## config.mk

```make
export PLATFORM = sky130hd
export DESIGN_NAME = npc_halt_ctrl
export DESIGN_NICKNAME = d
export VERILOG_FILES = /design/src/rtl/npc_halt_pkg.sv /design/src/rtl/npc_halt_cyc_cnt.sv /design/src/rtl/npc_halt_ctrl.sv
export SDC_FILE = /design/constraint.sdc
export NUM_CORES = 1
export LEC_CHECK = 0
export CAP_MARGIN = 20
export CORE_ASPECT_RATIO = 1.25
export CORE_MARGIN = 2
export CORE_UTILIZATION = 45
export CTS_CLUSTER_DIAMETER = 100
export CTS_CLUSTER_SIZE = 25
export DETAILED_ROUTE_END_ITERATION = 10
export HOLD_SLACK_MARGIN = 0.12
export PLACE_DENSITY = 0.8
export SLEW_MARGIN = 20
export SYNTH_ARGS = -nofsm -noshare
export SYNTH_HDL_FRONTEND = slang
export SYNTH_SLANG_ARGS = --single-unit
```

## constraint.sdc

```tcl
create_clock -name clock -period 2.9 [get_ports clock]
set_input_delay 0.87 -clock clock [delete_from_list [all_inputs] [get_ports clock]]
set_output_delay 0.87 -clock clock [all_outputs]
set_load 0.005 [all_outputs]
```

## src/rtl/npc_halt_pkg.sv

```systemverilog
// Shared types and constants for the NPC simulation-halt controller.
package npc_halt_pkg;

  typedef enum logic [1:0] {
    RUN    = 2'd0,
    DRAIN  = 2'd1,
    REPORT = 2'd2,
    HALTED = 2'd3
  } halt_state_e;

  localparam logic [31:0] EBREAK_INST = 32'h0010_0073;

endpackage

```

## src/rtl/npc_halt_cyc_cnt.sv

```systemverilog
// Free-running 64-bit cycle counter; holds its value while freeze is high.
module npc_halt_cyc_cnt (
  input  logic        clock,
  input  logic        reset,
  input  logic        freeze,
  output logic [63:0] count
);

  logic [63:0] r_count;

  always_ff @(posedge clock or negedge reset) begin
    if (!reset) begin
      r_count <= 64'd0;
    end else if (!freeze) begin
      r_count <= r_count + 64'd1;
    end
  end

  assign count = r_count;

endmodule

```

## src/rtl/npc_halt_ctrl.sv

```systemverilog
// Core-side halt initiator: ebreak capture, pipeline freeze, drain, valid/ready report.
// Optional drain watchdog enabled by defining HALT_TIMEOUT_EN.
module npc_halt_ctrl
  import npc_halt_pkg::*;
#(
  parameter int          XLEN          = 64,
  parameter logic [31:0] EBREAK_ENC    = EBREAK_INST,
  parameter int          DRAIN_TIMEOUT = 255,
  parameter int          TO_CNT_W      = 8
) (
  input  logic            clock,
  input  logic            reset,
  input  logic            commit_valid,
  input  logic [31:0]     commit_inst,
  input  logic [XLEN-1:0] commit_pc,
  input  logic [XLEN-1:0] a0,
  input  logic            lsu_busy,
  output logic            stall,
  output logic            halt_valid,
  input  logic            halt_ready,
  output logic [31:0]     halt_code,
  output logic [XLEN-1:0] halt_pc,
  output logic [63:0]     halt_cycles,
  output logic            halt_timeout,
  output logic            halted
);

  halt_state_e     r_state;
  logic            r_stall;
  logic            r_halt_valid;
  logic            r_halted;
  logic [31:0]     r_code;
  logic [XLEN-1:0] r_pc;
  logic [63:0]     r_cycles;

  logic [63:0]     w_cyc_count;
  logic            w_ebreak;
  logic            w_handshake;

  // The guest return code is only the low word of a0.
  if (XLEN > 32) begin : g_a0_hi
    logic w_unused_a0_hi;
    assign w_unused_a0_hi = ^a0[XLEN-1:32];
  end

  // Elaboration marker for an out-of-range watchdog configuration.
  if (DRAIN_TIMEOUT < 1 || DRAIN_TIMEOUT >= (2 ** TO_CNT_W)) begin : g_bad_drain_timeout_cfg
  end

  assign w_ebreak    = commit_valid && (commit_inst == EBREAK_ENC);
  assign w_handshake = r_halt_valid && halt_ready;

  npc_halt_cyc_cnt u_cyc_cnt (
    .clock  (clock),
    .reset  (reset),
    .freeze (r_state != RUN),
    .count  (w_cyc_count)
  );

`ifdef HALT_TIMEOUT_EN
  logic [TO_CNT_W-1:0] r_to_cnt;
  logic                r_halt_timeout;
  logic                w_to_hit;

  assign w_to_hit     = (r_to_cnt + TO_CNT_W'(1)) == TO_CNT_W'(DRAIN_TIMEOUT);
  assign halt_timeout = r_halt_timeout;
`else
  assign halt_timeout = 1'b0;
`endif

  always_ff @(posedge clock or negedge reset) begin
    if (!reset) begin
      r_state      <= RUN;
      r_stall      <= 1'b0;
      r_halt_valid <= 1'b0;
      r_halted     <= 1'b0;
      r_code       <= 32'd0;
      r_pc         <= '0;
      r_cycles     <= 64'd0;
`ifdef HALT_TIMEOUT_EN
      r_to_cnt       <= '0;
      r_halt_timeout <= 1'b0;
`endif
    end else begin
      case (r_state)
        RUN: begin
          if (w_ebreak) begin
            r_code   <= a0[31:0];
            r_pc     <= commit_pc;
            r_cycles <= w_cyc_count;
            r_stall  <= 1'b1;
            r_state  <= DRAIN;
`ifdef HALT_TIMEOUT_EN
            r_to_cnt <= '0;
`endif
          end
        end
        DRAIN: begin
          if (!lsu_busy) begin
            r_halt_valid <= 1'b1;
            r_state      <= REPORT;
          end
`ifdef HALT_TIMEOUT_EN
          else if (w_to_hit) begin
            r_halt_valid   <= 1'b1;
            r_halt_timeout <= 1'b1;
            r_state        <= REPORT;
          end else begin
            r_to_cnt <= r_to_cnt + TO_CNT_W'(1);
          end
`endif
        end
        REPORT: begin
          if (w_handshake) begin
            r_halt_valid <= 1'b0;
            r_halted     <= 1'b1;
            r_state      <= HALTED;
          end
        end
        HALTED: begin
          r_state <= HALTED;
        end
        default: begin
          r_state <= RUN;
        end
      endcase
    end
  end

  assign stall       = r_stall;
  assign halt_valid  = r_halt_valid;
  assign halted      = r_halted;
  assign halt_code   = r_code;
  assign halt_pc     = r_pc;
  assign halt_cycles = r_cycles;

endmodule

```

==> results.py <==
metrics = {
    "layout": {
        "num-fill-cells": 1617,
        "area_growth_pct": 41.3,
        "final_nets": 1127,
        "seq_area_sq_um": 5730,
        "layout-drive-gt1-share": 0.222,
        "multi_input_area_sq_um": 3310,
        "layoutNonFillerInstCount": 1230,
        "fin_util": 0.648,
        "diodes": 0,
    },
    "logic_synthesis": {
        "ys.warnings.count": 0,
        "yosys.cell_count.top_type": "dfrtp_1",
        "yosys.area.top_type_share": 0.622,
        "yosys.area.top_type": "dfrtp_1",
        "synth_ff_type": "dfrtp_1",
        "synth_nets": 820,
        "synth_edf_count": 0,
        "synthArstFlopShare": 1.00,
        "synth_seq_area_share": 0.622,
        "synth_cell_types": 38,
        "synth-seq-cells": 229,
        "syn_inst": 654,
        "synthTopCellsByCount": "229 x dfrtp_1, 161 x mux2_2, 37 x xor2_1, 29 x nand2_1, 26 x xnor2_1",
        "syn-cell-area_sq_um": 9210,
        "syn_avg_cell_area_sq_um": 14.1,
        "synth_area_leaders": "dfrtp_1 62%, mux2_2 20%, xor2_1 3.5%",
    },
    "route": {
        "drc": 0,
        "drt_wl_total_microns": 21000,
        "via_count": 6206,
        "vias_per_cell": 5.05,
        "drt_iter0_drc": 233,
        "drt_pre_antenna_iters": 4,
        "ant_nets": 0,
        "wl_per_cell_microns": 17.1,
    },
    "critical_path": {
        "cp-end-kind": "register",
        "cp_max_fo": 25,
        "cp.required_ns": 3.24,
        "cp-start-kind": "primary input",
        "criticalPathCategory": "in2reg",
        "worstPathArrival_ns": 2.79,
        "r2r_cells": 5,
    },
    "floorplan": {
        "io_pins": 329,
        "rows": 58,
        "start_util": 0.458,
        "fp.dieH_microns": 164,
        "fp.dieW_microns": 132,
        "coreArea_sq_um": 20100,
        "die_area_sq_um": 21600,
    },
    "cts": {
        "cts-root-buf": "clkbuf_16",
        "clkTransAtPathRegs_ns": 0.10,
        "cts_setup_buffers": 0,
        "cts_buffers": 13,
        "cts_tree": "yes",
        "max-clock-path-buffers": 3,
        "hold_buffers": 0,
        "cts_resized": 0,
        "clkSinkCount": 229,
        "clock_latency_ns": 0.47,
        "h-tree-depth": 1,
    },
    "place": {
        "dp.cells": 1216,
        "numPortBuffers": 295,
        "dp_hpwl_microns": 15900,
        "pre_cts_slack_ns": -0.0545,
        "gp_congestion": 0.794,
    },
    "sta": {
        "setup_ws_ns": 0.454,
        "setup_tns_ns": 0,
        "rsz0062_at_grt": "no",
        "drv_slew": 0,
        "hold_viol": 0,
        "min_period_ns": 2.45,
        "fin_worst_skew_ns": 0.0315,
        "hold_ws_ns": 0.359,
        "fmax_mhz": 409,
        "tightest_slew_ns": 0.601,
        "period_share": 0.843,
        "final-setup-viol-count": 0,
        "maxSlewHeadroom": 0.596,
    },
    "grt": {
        "grtUsageTotal": 0.191,
        "grt_pass1_wl_microns": 33600,
        "grt.overflow.total": 0,
        "grt_max_degree": 73,
        "antenna_found_initial": 0,
        "first_global_vias": 6380,
    },
    "pwr": {
        "leakage_nw": 6.02,
        "power.density_nw_per_um2": 406,
        "peakVddDrop_uv": 349,
    },
    "run": {
        "cap_viol_max_count": 0,
    },
    "min_path": {
        "hp-class": "in2async",
    },
    "run_status": {
        "status": "complete, no violations",
    },
}
[critical path, stage by stage]
cell	delay (ns)
clkdlybuf4s50_1	0.40
nor4b_1	0.31
nand4_1	0.19
nor3_4	0.25
buf_12	0.21
buf_12	0.20
mux2_2	0.35
[flip-flops by register name, indices dropped and copies added, names as in the netlist]
signal,cells
r_state,2
halt_code,32
stall,1
halt_valid,1
u_cyc_cnt.count,64
halt_cycles,64
halt_pc,64
halted,1
[worst paths after layout]
path	start	end	slack, ns
min	reset	halt_cycles[57]	0.36
max	commit_inst[28]	halt_code[8]	0.45
max in group asynchronous	reset	halt_pc[60]	1.86
min in group clock	stall	stall	0.47
min reg2reg	stall	stall	0.47
max reg2reg	u_cyc_cnt.count[5]	u_cyc_cnt.count[49]	0.72
[layer usage]
layer,vias to the layer above,track usage,wire [microns],part of all wire
li1,2896,-,-,-
met1,3101,0.225,8050,0.38
met2,174,0.354,11200,0.53
met3,35,0.0398,1210,0.058
met4,0,0.0539,556,0.026
met5,-,0,0,0
[kinds of logic (layout without fill, tap and decap cells)]
logic type,Yosys count,in the layout,share of synthesized area
AO/OA/AOI/OAI,8,8,0.00543
XOR/XNOR,63,63,0.0599
adder cells (fa/ha/maj),1,1,0.00136
buffers and inverters,39,345,0.0204
flip-flops,229,229,0.622
multiplexers,161,161,0.197
other,1,1,0.000407
AND/OR/NAND/NOR,152,152,0.0937
[cells in the final DEF (no fill, tap or decap), types with 2 or more instances in the layout]
cell / count
and3_1: 3
buf_12: 9
dfrtp_1: 229
nor3_1: 18
o21ai_0: 2
nand4_1: 23
nor4b_1: 3
a21oi_1: 3
xor2_1: 37
nand3_1: 19
nand2_1: 29
or2_2: 2
nor3_2: 3
inv_1: 14
mux2_2: 161
xnor2_1: 26
clkbuf_16: 13
and4_1: 2
buf_4: 13
clkdlybuf4s50_1: 294
nor2_1: 22
nor4_1: 13
nor4_2: 4
[stage by stage]
step	total power, mW	instance area, sq um
6_report	5.28	13000
5_1_grt	5.51	13000
4_1_cts	5.37	13000
3_5_place_dp	3.52	12700
3_3_place_gp	3.52	12700
2_1_floorplan	3.27	9210
[power by group]
| part | switching, mW | total [mW] | internal (mW) |
|---|---|---|---|
| combinational | 0.0900 | 0.262 | 0.172 |
| clock | 1.00 | 1.83 | 0.829 |
| sequential | 0.00168 | 3.19 | 3.19 |
| total | 1.09 | 5.28 | 4.19 |
[cell type report]
| type | instances | share of cell area |
|---|---|---|
| repair buffers | 317 | 0.249 |
| flip-flops and latches | 229 | 0.440 |
| clock buffers | 13 | 0.0250 |
| multi-input cells | 386 | 0.254 |
| well taps | 270 | 0.0259 |
| inverters | 14 | 0.00404 |
| clock inverters | 1 | 0.00231 |
(Power assumes the default switching activity.)
